`config.mk`:
```
export PLATFORM = sky130hd
export DESIGN_NAME = avr_fetch_sequencer
export DESIGN_NICKNAME = d
export VERILOG_FILES = /design/src/rtl/avr_fetch_sequencer.sv
export SDC_FILE = /design/constraint.sdc
export NUM_CORES = 1
export LEC_CHECK = 0
export BUFFER_PORTS_ARGS = -buffer_cell sky130_fd_sc_hd__buf_2
export CORE_ASPECT_RATIO = 0.6
export CORE_UTILIZATION = 35
export CTS_BUF_LIST = sky130_fd_sc_hd__clkbuf_8
export DETAILED_ROUTE_END_ITERATION = 7
export PLACE_DENSITY = 0.64
export SYNTH_ARGS = -nofsm -noshare
export SYNTH_HDL_FRONTEND = slang
export SYNTH_SLANG_ARGS = --single-unit
```
`constraint.sdc`:
```
create_clock -name clk -period 2.3 [get_ports clk]
set_input_delay 0.345 -clock clk [delete_from_list [all_inputs] [get_ports clk]]
set_output_delay 0.345 -clock clk [all_outputs]
set_load 0.005 [all_outputs]
```
`src/rtl/avr_fetch_sequencer.sv`:
```
// AVR instruction-sequencing controller: fetches and decodes program words, runs control
// flow (jmp/call/rjmp/ret) with its own PC/SP, and hands ALU-class work to the execute unit.
module avr_fetch_sequencer #(
  parameter int unsigned PC_W    = 16,
  parameter logic [15:0] SP_INIT = 16'h08FF
) (
  input  logic            clk,
  input  logic            reset,
  input  logic            run,
  output logic [PC_W-1:0] pm_addr,
  output logic            pm_rd,
  input  logic [15:0]     pm_rdata,
  output logic [15:0]     dec_word,
  input  logic [7:0]      dec_opcode,
  output logic            exec_start,
  output logic [15:0]     exec_word,
  input  logic            exec_done,
  output logic [15:0]     dm_addr,
  output logic [7:0]      dm_wdata,
  output logic            dm_we,
  output logic            dm_rd,
  input  logic [7:0]      dm_rdata,
  output logic [PC_W-1:0] pc_out,
  output logic [15:0]     sp_out,
  output logic            stopped,
  output logic            halted,
  output logic [PC_W-1:0] fault_pc
);

  localparam int unsigned WORD_W = 16;
  localparam int unsigned BYTE_W = 8;
  localparam int unsigned OP_W   = 8;

  localparam logic [OP_W-1:0] OP_LDI  = OP_W'(1);
  localparam logic [OP_W-1:0] OP_JMP  = OP_W'(2);
  localparam logic [OP_W-1:0] OP_CALL = OP_W'(3);
  localparam logic [OP_W-1:0] OP_OUT  = OP_W'(4);
  localparam logic [OP_W-1:0] OP_RET  = OP_W'(5);
  localparam logic [OP_W-1:0] OP_CLI  = OP_W'(6);
  localparam logic [OP_W-1:0] OP_RJMP = OP_W'(7);
  localparam logic [OP_W-1:0] OP_EOR  = OP_W'(8);

  typedef enum logic [3:0] {
    S_F1   = 4'd0,
    S_L1   = 4'd1,
    S_D    = 4'd2,
    S_F2   = 4'd3,
    S_L2   = 4'd4,
    S_P1   = 4'd5,
    S_P2   = 4'd6,
    S_R1   = 4'd7,
    S_R2   = 4'd8,
    S_R3   = 4'd9,
    S_E    = 4'd10,
    S_HALT = 4'd11
  } state_e;

  state_e              state_q, state_d;
  logic [PC_W-1:0]     pc_q, pc_d;
  logic [WORD_W-1:0]   sp_q, sp_d;
  logic [WORD_W-1:0]   ir_q, ir_d;
  logic [WORD_W-1:0]   k_q, k_d;
  logic [BYTE_W-1:0]   hi_q, hi_d;
  logic                is_call_q, is_call_d;
  logic                started_q, started_d;
  logic [PC_W-1:0]     fault_pc_q, fault_pc_d;

  logic [WORD_W-1:0]   rel_c;
  logic [WORD_W-1:0]   pc_wide_c;

  // rjmp displacement is a signed 12-bit word offset
  assign rel_c     = {{4{ir_q[11]}}, ir_q[11:0]};
  assign pc_wide_c = WORD_W'(pc_q);

  always_ff @(posedge clk) begin
    if (reset) begin
      state_q    <= S_F1;
      pc_q       <= '0;
      sp_q       <= SP_INIT;
      ir_q       <= '0;
      k_q        <= '0;
      hi_q       <= '0;
      is_call_q  <= 1'b0;
      started_q  <= 1'b0;
      fault_pc_q <= '0;
    end else begin
      state_q    <= state_d;
      pc_q       <= pc_d;
      sp_q       <= sp_d;
      ir_q       <= ir_d;
      k_q        <= k_d;
      hi_q       <= hi_d;
      is_call_q  <= is_call_d;
      started_q  <= started_d;
      fault_pc_q <= fault_pc_d;
    end
  end

  // Next-state and datapath updates
  always_comb begin
    state_d    = state_q;
    pc_d       = pc_q;
    sp_d       = sp_q;
    ir_d       = ir_q;
    k_d        = k_q;
    hi_d       = hi_q;
    is_call_d  = is_call_q;
    started_d  = started_q;
    fault_pc_d = fault_pc_q;

    unique case (state_q)
      S_F1: begin
        if (run) state_d = S_L1;
      end
      S_L1: begin
        ir_d    = pm_rdata;
        pc_d    = pc_q + PC_W'(1);
        state_d = S_D;
      end
      S_D: begin
        unique case (dec_opcode)
          OP_LDI, OP_OUT, OP_CLI, OP_EOR: begin
            started_d = 1'b0;
            state_d   = S_E;
          end
          OP_RJMP: begin
            pc_d    = pc_q + PC_W'(rel_c);
            state_d = S_F1;
          end
          OP_JMP, OP_CALL: begin
            is_call_d = (dec_opcode == OP_CALL);
            state_d   = S_F2;
          end
          OP_RET: begin
            state_d = S_R1;
          end
          default: begin
            fault_pc_d = pc_q - PC_W'(1);
            state_d    = S_HALT;
          end
        endcase
      end
      S_F2: begin
        state_d = S_L2;
      end
      S_L2: begin
        k_d = pm_rdata;
        if (is_call_q) begin
          pc_d    = pc_q + PC_W'(1);
          state_d = S_P1;
        end else begin
          pc_d    = PC_W'(pm_rdata);
          state_d = S_F1;
        end
      end
      S_P1: begin
        sp_d    = sp_q - WORD_W'(1);
        state_d = S_P2;
      end
      S_P2: begin
        sp_d    = sp_q - WORD_W'(1);
        pc_d    = PC_W'(k_q);
        state_d = S_F1;
      end
      S_R1: begin
        sp_d    = sp_q + WORD_W'(1);
        state_d = S_R2;
      end
      S_R2: begin
        hi_d    = dm_rdata;
        sp_d    = sp_q + WORD_W'(1);
        state_d = S_R3;
      end
      S_R3: begin
        pc_d    = PC_W'({hi_q, dm_rdata});
        state_d = S_F1;
      end
      S_E: begin
        started_d = 1'b1;
        if (exec_done) state_d = S_F1;
      end
      S_HALT: begin
        state_d = S_HALT;
      end
      default: begin
        state_d = S_F1;
      end
    endcase
  end

  // Strobes decode straight from the state register; reset suppresses them immediately
  always_comb begin
    pm_rd      = 1'b0;
    dm_rd      = 1'b0;
    dm_we      = 1'b0;
    dm_addr    = sp_q;
    dm_wdata   = '0;
    exec_start = 1'b0;
    stopped    = 1'b0;
    halted     = 1'b0;

    unique case (state_q)
      S_F1: begin
        pm_rd   = run;
        stopped = ~run;
      end
      S_F2: pm_rd = 1'b1;
      S_P1: begin
        dm_we    = 1'b1;
        dm_wdata = pc_wide_c[7:0];
      end
      S_P2: begin
        dm_we    = 1'b1;
        dm_wdata = pc_wide_c[15:8];
      end
      S_R1, S_R2: begin
        dm_rd   = 1'b1;
        dm_addr = sp_q + WORD_W'(1);
      end
      S_E:    exec_start = ~started_q;
      S_HALT: halted = 1'b1;
      default: ;
    endcase

    if (reset) begin
      pm_rd      = 1'b0;
      dm_rd      = 1'b0;
      dm_we      = 1'b0;
      exec_start = 1'b0;
      stopped    = 1'b0;
      halted     = 1'b0;
    end
  end

  assign pm_addr   = pc_q;
  assign dec_word  = ir_q;
  assign exec_word = ir_q;
  assign pc_out    = pc_q;
  assign sp_out    = sp_q;
  assign fault_pc  = fault_pc_q;

endmodule

```
# Word-level counts from Yosys, hierarchy flattened
# Cells that the tools add are included.
[totals]
register_bits = 94
inputBits = 36
out_inout_bits = 126
elab_cells = 79
[classes]
n_addsub = 5
eq_ne = 23
mux = 25
bitwise = 3
n_reduce_logical = 14
[op_table]
columns = ["op", "n"]
rows = [
  ["$pmux W16 S5", 1],
  ["$mux W16", 3],
  ["$pmux W4 S10", 1],
  ["$add A16 B1 Y16 const B", 2],
  ["$eq A8 B3 Y1 const B", 4],
  ["$pmux W16 S2", 1],
  ["$sub A16 B1 Y16 const B", 2],
  ["$add A16 B16 Y16", 1],
  ["$eq A4 B3 Y1 const B", 4],
  ["$eq A4 B4 Y1 const B", 4],
  ["$eq A8 B2 Y1 const B", 2],
  ["$pmux W4 S4", 1],
  ["$pmux W8 S2", 1],
  ["$mux W1", 12],
  ["$reduce_and A2 Y1", 5],
  ["$eq A4 B2 Y1 const B", 2],
  ["$eq A8 B1 Y1 const B", 1],
  ["$eq A8 B4 Y1 const B", 1],
  ["$mux W4", 2],
  ["$ne A2 B2 Y1 const B", 4],
  ["$reduce_or A8 Y1", 1],
  ["$reduce_or A2 Y1", 3],
  ["$reduce_bool A5 Y1", 1],
  ["$eq A4 B1 Y1 const B", 1],
  ["6 further kinds", 10],
]

# Depth between registers and ports, before layout
# Gate-level depths: netlist of the first run.
[depth]
word_depth = 4
ltp_mapped = 10
depth_no_buf = 9

# Worst setup path before layout of the first run
# Ideal clock, no wire load.
[synth_path]
path_kind = "flip-flop to output port"
startpoint = "register state_q[2]"
endpoint = "output dm_addr[14]"
t_arrival_ns = 1.829
t_required_ns = 1.955
slack_ns = 0.126
path_stages_with_launch = 6
path_buffers = 1
cell_sequence = "dfxtp_1 -> buf_2 -> or4b_4 -> a2111oi_2 -> and4_1 -> xor2_1"
[synth_via]
elab_chain_len = 3
elab_cells_between_ends = 4
classes_between = "eq/ne (2); mux (1); reduce/logical (1)"
[synth_rtl]
columns = ["element", "line_no", "source"]
rows = [
  ["start: declaration", "58", "state_e state_q, state_d;"],
  ["start signal: assignment", "87", "state_q <= state_d;"],
  ["$eq A4 B3 Y1 or $eq A4 B4 Y1 (tied branches)", "202", "unique case (state_q)"],
  ["$reduce_or A2 Y1 (no line) *", "-", ""],
  ["$mux W16 *", "202", ""],
  ["end: declaration", "18", "output logic [15:0] dm_addr,"],
]
# Every way passes the cells marked *; elsewhere a longest branch is shown, timed or not.

# Worst setup path in the final report of the first run
[layout_path]
startpoint = "register state_q[2]"
endpoint = "output dm_addr[15]"
# Same word-level chain as after synthesis.

==> results of run 1 <==
## cells by family (layout without fill, tap and decap cells)
group,count (synthesis),in the layout,synth area share [%]
and+or+nand+nor,328,328,24.5
AOI/OAI and AO/OA,238,238,24.9
buffers and inverters,114,314,8.85
DFF,94,94,29.3
xor gates and xnor gates,53,53,7.23
adders and majority gates,22,22,4.41
muxes,5,5,0.799
## flip-flops by register name (all words and copies together), names as in the netlist
| register | flops |
|---|---|
| state_q | 4 |
| started_q | 1 |
| k_q | 16 |
| hi_q | 8 |
| fault_pc | 16 |
| sp_out | 16 |
| pc_out | 16 |
| dec_word | 16 |
| is_call_q | 1 |
## worst max path at each step
stage               cells past startpoint  slack [ps]     endpoint         from
detailed placement                      9         -50   pc_out[12]  dec_word[0]
finish                                  5        -290  dm_addr[15]   state_q[2]
global route                            8        -440  dm_addr[15]   state_q[2]
global placement                        5          40  dm_addr[15]   state_q[3]
floorplan                               5         130  dm_addr[14]   state_q[2]
CTS                                     5        -340  dm_addr[15]   state_q[0]
## cells in the mapped netlist (all sizes together), types with 8 or more instances
master	count	area, um^2
o31ai	10	75.1
inv	19	71.3
o211ai	10	75.1
a22o	8	70.1
xnor2	37	324
nor4	10	77.6
xor2	16	140
o21ai	46	230
ha	21	263
nand3	23	115
a222oi	15	150
nand2	138	518
a211oi	13	108
nand2b	11	68.8
a21oi	81	405
buf	42	298
clkbuf	53	199
nor3	20	110
nand4	9	56.3
nor2	70	265
dfxtp	94	1880
## layer usage
layer  wire length [um]  share of wire, %  up-vias
met2               8570                36      370
met1              12500                53     3343
li1                   -                 -     3426
met5                  0                 0        -
met3               2360                10       13
met4                128              0.54        0
## report_power, final
| group | internal, uW | switching (uW) | leakage [uW] |
|---|---|---|---|
| clock network | 440 | 740 | 0.000105 |
| registers | 1970 | 294 | 0.000767 |
| logic | 2020 | 2690 | 0.00268 |
## timing repair
item,4_1_cts,5_1_grt
gates resized for setup,17,48
hold endpoints to repair,0,0
setup endpoints to repair,19,38
setup buffers,8,7
pin swaps,11,31
## final cells by class
class	instances	area [um^2]
tap	234	293
sequential	94	1890
inverter	19	71.3
fill	1789	9130
timing repair buffer	279	1780
clock inverter	7	91.3
multi-input combinational	646	4170
clock buffer	9	124
## critical path, delay by kind of cell (launching register included)
kind	cells	cell delay, ps
and+or+nand+nor	2	770
xor gates and xnor gates	1	150
buffers and inverters	1	120
DFF	1	330
AOI/OAI and AO/OA	1	480
## through the flow
step | power (uW) | TNS (ps) | std cells | worst slack (ps)
after floorplan | 4920 | 0 | 854 | 126
after global placement | 6630 | 0 | 1257 | 41.4
after detailed placement | 6660 | -49.8 | 1257 | -46.4
after CTS | 7940 | -3490 | 1281 | -336
after global routing | 8710 | -5420 | 1288 | -438
final | 8160 | -3510 | 1288 | -290
==> out/results.tsv, run 1 <==
metric	value	unit
status	finished, violations left	
violated checks	negative setup slack	
met2 Track Usage GR	30.7	%
Die Y	107	um
remaining antenna violation count after routing	0	
CP Launch Type	flop	
Post-synth EDFFs	0	
Worst EP arrival	2240	ps
pwr/cell area	969	nW/um^2
Worst Hold End	hi_q[0]	
H-tree depth	3	
Final min period	2590	ps
share of layout cells above drive strength 1	33.8	%
Final Hold Viols	0	
Max stage delay cell, worst path	or4b_4	
Worst Reg-to-Reg Cells	9	
GR Util met1	41.0	%
Final Cell Area	8420	um^2
Post-DP HPWL	18300	um
Final period util	113	%
gr busiest metal	met1	
CP Capture Type	output port	
clock latency at the later pin of the worst-skew pair	390	ps
Pins Over Slew Limit	0	
Max Cap Viol	0	
Congestion Overflow GR	0	
crit-path cells	or4b_4 > a2111o_1 > nor3_4 > xor2_1 > buf_2	
critical path's largest stage delay	590	ps
FP Rows	37	
CP max FO	5	
M3 GR Usage	6.21	%
Total GRT Usage	24.7	%
HP Class	in2reg	
post-synth cell types	75	
clk root buf	clkbuf_8	
GP Congestion	0.916	
most frequently used flop master after synthesis	dfxtp_1	
number of port buffers	161	
clock skew	20.0	ps
CTS Sinks	94	
drt pass-1 iters	7	
P_leak	0.00356	uW
Die ar.	18900	um^2
drt via density	5.55	
area post-placement	7860	um^2
Max VDD drop	0.394	mV
DRT iter0 DRCs	801	
post-synthesis cell area	6420	um^2
first-pass GRT wire length	35900	um
FMAX	0.386	GHz
# nets final	1107	
Avg WL per Cell	18.3	um
Synth Register Bits	94	
CTS tree	built	
critical path class	reg2out	
most frequent cells in the layout	buf_2, nand2_1, buf_4, dfxtp_1, a21oi_1	
Core Box Area	17500	um^2
RSZ-0062 raised after global routing	yes	
Worst Hold Depth	3	
Routed WL	23600	um
ys async rst share	0	%
Slew @ Worst Pin	739	ps
HP Start	dm_rdata[0]	
Final setup viols	18	
antenna violations before repair	0	
Mapped Cells	854	
hold_ws	204	ps
CTS Buf Count	9	
fin util	48.0	%
Avg Inst Size Synth	7.52	um^2
number of synthesis warnings	0	
reg2reg setup slack	-20	ps
sequential element share of the synthesized area	29.3	%
Die X	177	um
post-detailed-route DRC marker count	0	
Final WS setup	-290	ps
most common cell after layout, fill and taps aside	buf_2	
CP required	1960	ps
synthesis-to-layout area growth	31.2	%
Vias	7152	
largest net degree at the start of global routing	43	
Antenna diodes	0	
initial core utilization	36.6	%
vias in the first global route	6160	
Slew headroom	50.3	%
IO Count	162	
worst r2r dst	pc_out[12]	
clk slew on worst S/H paths	120	ps
r2r startpoint	dec_word[0]	
# hold bufs at CTS	0	
Net Count, Synth	912	
clock buffer depth	2	
Note: power is estimated with default switching activity, not from simulation.
==> inputs of run 2 (changes only) <==
--- a/config.mk
+++ b/config.mk
@@ -7,10 +7,10 @@
 export LEC_CHECK = 0
 export BUFFER_PORTS_ARGS = -buffer_cell sky130_fd_sc_hd__buf_2
 export CORE_ASPECT_RATIO = 0.6
-export CORE_UTILIZATION = 35
+export CORE_UTILIZATION = 40
 export CTS_BUF_LIST = sky130_fd_sc_hd__clkbuf_8
 export DETAILED_ROUTE_END_ITERATION = 7
-export PLACE_DENSITY = 0.64
+export PLACE_DENSITY = 0.7
 export SYNTH_ARGS = -nofsm -noshare
 export SYNTH_HDL_FRONTEND = slang
 export SYNTH_SLANG_ARGS = --single-unit
==> out/results.tsv, run 2 (synthesized netlist as in run 1, its figures left out) <==
metric	value	unit	change
Max Cap Viol	0		unchanged
Clk pwr share	14.5	%	about the same
Placement Setup Slack	-15.5	ps	was -46.4 ps
area taken by multi-input logic gates	4200	um^2	was 4170 um^2
Final period util	113	%	about the same
Final WS setup	-302	ps	was -290 ps
Final Hold Viols	0		unchanged
CP Launch Type	flop		unchanged
Routed WL	23000	um	was 23600 um
Total GRT Usage	27.4	%	was 24.7%
clock latency at the later pin of the worst-skew pair	390	ps	about the same
NetSw	3760	uW	was 3730 uW
Die ar.	16600	um^2	was 18900 um^2
CP required	1960	ps	about the same
CP Capture Type	output port		unchanged
worst r2r dst	pc_out[12]		unchanged
most common cell after layout, fill and taps aside	buf_2		unchanged
Combinational Power Share	57.6	%	was 57.8%
DRT iter0 DRCs	1010		was 801
P_leak	0.00349	uW	was 0.00356 uW
number of port buffers	161		unchanged
first-pass GRT wire length	34900	um	was 35900 um
Slew @ Worst Pin	674	ps	was 739 ps
Max stage delay cell, worst path	or4b_4		unchanged
H-tree depth	3		unchanged
Internal	4460	uW	was 4430 uW
drt via density	5.77		was 5.55
# nets final	1102		was 1107
# hold bufs at CTS	0		unchanged
clock skew	14.4	ps	was 20.0 ps
Slew headroom	54.7	%	was 50.3%
HP Class	in2reg		unchanged
Antenna diodes	0		unchanged
antenna violations before repair	0		unchanged
Final Cell Area	8370	um^2	was 8420 um^2
Flop pwr share	27.9	%	was 27.7%
Worst Hold End	hi_q[7]		was hi_q[0]
r2r startpoint	pc_out[0]		was dec_word[0]
remaining antenna violation count after routing	0		unchanged
post-detailed-route DRC marker count	17		was 0
Final Power	8230	uW	was 8160 uW
crit-path cells	or4b_4 > a2111o_1 > nor3_2 > xor2_1 > buf_2		was or4b_4 > a2111o_1 > nor3_4 > xor2_1 > buf_2
vias in the first global route	6172		was 6160
CP Launch Point	state_q[0]		was state_q[2]
Sw Ratio	45.8	%	was 45.7%
clock buffer depth	2		unchanged
share of layout cells above drive strength 1	34.1	%	was 33.8%
Final min period	2600	ps	was 2590 ps
CTS Buf Count	9		unchanged
FP Rows	35		was 37
critical path's largest stage delay	590	ps	about the same
reg2reg setup slack	-20	ps	about the same
drt pass-1 iters	7		unchanged
Pins Over Slew Limit	0		unchanged
GP Congestion	0.930		was 0.916
CTS Sinks	94		unchanged
IO Count	162		unchanged
clk root buf	clkbuf_8		unchanged
Core Box Area	15500	um^2	was 17500 um^2
synthesis-to-layout area growth	30.4	%	was 31.2%
area post-placement	7760	um^2	was 7860 um^2
Congestion Overflow GR	0		unchanged
RSZ-0062 raised after global routing	yes		unchanged
CP max FO	5		unchanged
Post-DP HPWL	17200	um	was 18300 um
area occupied by registers	1900	um^2	was 1890 um^2
Die Y	100	um	was 107 um
Worst Reg-to-Reg Cells	9		unchanged
initial core utilization	41.4	%	was 36.6%
HP Start	dm_rdata[7]		was dm_rdata[0]
Worst Hold Depth	3		unchanged
layout filler cell count	1519		was 1789
most frequent cells in the layout	buf_2, nand2_1, buf_4, dfxtp_1, a21oi_1		unchanged
clk slew on worst S/H paths	120	ps	about the same
Worst EP arrival	2260	ps	was 2240 ps
Die X	166	um	was 177 um
pwr/cell area	983	nW/um^2	was 969 nW/um^2
Final setup viols	18		unchanged
status	finished, violations left		unchanged
critical path class	reg2out		unchanged
violated checks	design-rule violations, negative setup slack		was negative setup slack
largest net degree at the start of global routing	35		was 43
FMAX	0.384	GHz	was 0.386 GHz
Max VDD drop	0.411	mV	was 0.394 mV
CTS tree	built		unchanged
Avg WL per Cell	18.3	um	about the same
Vias	7225		was 7152
==> run 2: critical path: cells and delay by family, from the launching register on <==
family	cells	cell delay (ps)
XOR/XNOR	1	150
buffers and inverters	1	130
AND/OR/NAND/NOR	2	770
flip-flops	1	360
AO/OA/AOI/OAI	1	460
==> run 2: power groups by stage <==
stage          clock, uW  combinational [uW]  sequential (uW)
6_report            1190                4740             2300
5_1_grt             1280                5160             2340
4_1_cts             1200                4410             2270
3_5_place_dp           0                4280             2300
3_3_place_gp           0                4240             2290
2_1_floorplan          0                2640             2270
==> run 2: area by class of cell <==
type                            count  share of cell area [%]
Timing Repair Buffer              274                    20.7
Clock buffer                        9                    1.48
Tap cell                          203                    3.03
Clock inverter                      7                    1.09
Sequential cell                    94                    22.7
Multi-Input combinational cell    646                    50.2
Inverter                           19                   0.852
==> run 2: layer usage <==
metal | up-vias | wire length [um] | share of wire (%) | GRT usage [%]
met5 | - | 0 | 0 | 0
met4 | 0 | 209 | 0.91 | 4.90
met3 | 23 | 2880 | 13 | 7.77
met2 | 401 | 8940 | 39 | 35.4
met1 | 3377 | 10900 | 48 | 43.6
li1 | 3424 | - | - | -
==> run 2: how the worst max path moves through the flow <==
stage / end / depth (start not counted)
3_3_place_gp: dm_addr[15] / 5
3_5_place_dp: pc_out[12] / 9
4_1_cts: dm_addr[15] / 5
6_report: dm_addr[15] / 5
2_1_floorplan: dm_addr[14] / 5
5_1_grt: dm_addr[15] / 5
==> run 2: repair_timing <==
item / CTS / global route
setup buffers: 9 / 12
gates resized for setup: 21 / 48
pin swaps: 9 / 19
endpoints found under the setup margin: 24 / 36
==> run 2: through the flow <==
step | hold WS, ps | std cells | utilization (%) | setup TNS [ps]
after floorplan | 436 | 854 | - | 0
after CTS | 179 | 1241 | 52.2 | -3460
after global routing | 170 | 1252 | 54.0 | -4980
after global placement | 442 | 1216 | 50.0 | 0
final | 189 | 1252 | 54.0 | -3510
after detailed placement | 448 | 1216 | 50.0 | -15.5
==> inputs of run 3 (changes only) <==
--- a/config.mk
+++ b/config.mk
@@ -10,7 +10,7 @@
 export CORE_UTILIZATION = 40
 export CTS_BUF_LIST = sky130_fd_sc_hd__clkbuf_8
 export DETAILED_ROUTE_END_ITERATION = 7
-export PLACE_DENSITY = 0.7
+export PLACE_DENSITY_LB_ADDON = 0.15
 export SYNTH_ARGS = -nofsm -noshare
 export SYNTH_HDL_FRONTEND = slang
 export SYNTH_SLANG_ARGS = --single-unit
==> out/results.tsv, run 3 (synthesized netlist as in run 1, its figures left out) <==
metric	value	unit	change
status	finished, violations left		unchanged
violated checks	design-rule violations, negative setup slack		unchanged
worst r2r dst	pc_out[12]		unchanged
Post-DP HPWL	17500	um	was 17200 um
Die Y	100	um	unchanged
Final WS setup	-301	ps	was -302 ps
synthesis-to-layout area growth	28.9	%	was 30.4%
CTS Buf Count	9		unchanged
most common cell after layout, fill and taps aside	buf_2		unchanged
clock buffer depth	2		unchanged
Slew @ Worst Pin	577	ps	was 674 ps
first-pass GRT wire length	34500	um	was 34900 um
Final setup viols	16		was 18
pwr/cell area	972	nW/um^2	was 983 nW/um^2
FP Rows	35		unchanged
reg2reg setup slack	50	ps	was -20 ps
share of layout cells above drive strength 1	32.8	%	was 34.1%
Slew headroom	61.1	%	was 54.7%
P_leak	0.00348	uW	was 0.00349 uW
drt via density	5.67		was 5.77
Routed WL	22600	um	was 23000 um
Total GRT Usage	27.4	%	about the same
setup TNS	-3330	ps	was -3510 ps
initial core utilization	41.4	%	unchanged
Worst EP arrival	2260	ps	about the same
critical path class	reg2out		unchanged
Worst Hold End	hi_q[5]		was hi_q[7]
HP Class	in2reg		unchanged
FMAX	0.384	GHz	about the same
clock skew	17.7	ps	was 14.4 ps
Pins Over Slew Limit	0		unchanged
Antenna diodes	0		unchanged
DRT iter0 DRCs	739		was 1010
# nets final	1104		was 1102
remaining antenna violation count after routing	0		unchanged
Die X	166	um	unchanged
IO Count	162		unchanged
GP Congestion	0.930		about the same
CP Launch Type	flop		unchanged
Die ar.	16600	um^2	unchanged
CTS Sinks	94		unchanged
largest net degree at the start of global routing	47		was 35
number of port buffers	161		unchanged
CP max FO	9		was 5
RSZ-0062 raised after global routing	yes		unchanged
final cell count without fillers	1254		was 1252
Max VDD drop	0.409	mV	was 0.411 mV
clk slew on worst S/H paths	120	ps	about the same
HP Start	dm_rdata[5]		was dm_rdata[7]
H-tree depth	3		unchanged
most frequent cells in the layout	buf_2, nand2_1, buf_4, dfxtp_1, a21oi_1		unchanged
post-detailed-route DRC marker count	16		was 17
Final Hold Viols	0		unchanged
r2r startpoint	dec_word[0]		was pc_out[0]
Final period util	113	%	about the same
Congestion Overflow GR	0		unchanged
CTS tree	built		unchanged
Vias	7109		was 7225
CP Capture Type	output port		unchanged
Max Cap Viol	0		unchanged
antenna violations before repair	0		unchanged
Final min period	2600	ps	about the same
layout filler cell count	1579		was 1519
clk root buf	clkbuf_8		unchanged
vias in the first global route	5973		was 6172
Core Box Area	15500	um^2	unchanged
cell count after placement	1226		was 1216
Avg WL per Cell	18.0	um	was 18.3 um
Worst Reg-to-Reg Cells	9		unchanged
CP required	1960	ps	about the same
Worst Hold Depth	3		unchanged
clock latency at the later pin of the worst-skew pair	400	ps	was 390 ps
drt pass-1 iters	8		was 7
hold_ws	187	ps	was 189 ps
[run 3: worst max path at each step]
stage	start	endpoint	slack, ps	cells after the start
global placement	state_q[3]	dm_addr[15]	40	5
finish	state_q[3]	dm_addr[15]	-300	5
detailed placement	dec_word[0]	pc_out[12]	-70	9
CTS	state_q[0]	dm_addr[15]	-360	5
floorplan	state_q[2]	dm_addr[14]	130	5
global route	state_q[0]	dm_addr[15]	-410	5
[run 3: per-layer routing]
| layer | wire, um | share of wire, % | track usage (%) | vias up |
|---|---|---|---|---|
| met1 | 12200 | 54 | 46.9 | 3371 |
| li1 | - | - | - | 3423 |
| met5 | 0 | 0 | 0 | - |
| met3 | 1820 | 8.1 | 5.04 | 11 |
| met4 | 104 | 0.46 | 3.57 | 0 |
| met2 | 8440 | 37 | 33.9 | 304 |
[run 3: repair_timing]
item	in CTS	in global routing
endpoints found under the hold margin	0	0
pin swaps	9	21
gates resized for setup	12	35
buffers inserted	7	6
hold buffers	0	0
cloned	0	0
endpoints found under the setup margin	26	45
[run 3: cell type report]
cell class                      count  area (um^2)  share of cell area, %
Clock inverter                      7         91.3                   1.10
Clock buffer                        9          124                   1.50
Multi-Input combinational cell    646         4120                   49.8
Sequential cell                    94         1890                   22.9
Inverter                           19         71.3                  0.862
Timing Repair Buffer              276         1720                   20.8
Tap cell                          203          254                   3.07
[run 3: metrics by stage]
step	setup slack (ps)	total power (uW)	utilization, %	instance area (um^2)
after floorplan	126	4920	-	6420
after global placement	36.4	6600	50.3	7790
after detailed placement	-74.9	6620	50.3	7790
after CTS	-355	7870	52.3	8110
final	-301	8040	53.4	8270
after global routing	-410	8610	53.4	8270
[run 3: power by group]
part           internal (uW)  switching [uW]
clock                    439             741
sequential              1970             306
combinational           1980            2610
[run 3: worst max-delay path, stage by stage (launching register included)]
cell      delay [ps]
dfxtp_2          430
or4b_4           540
a2111o_1         450
nor3_2           170
xor2_1           150
buf_2            120
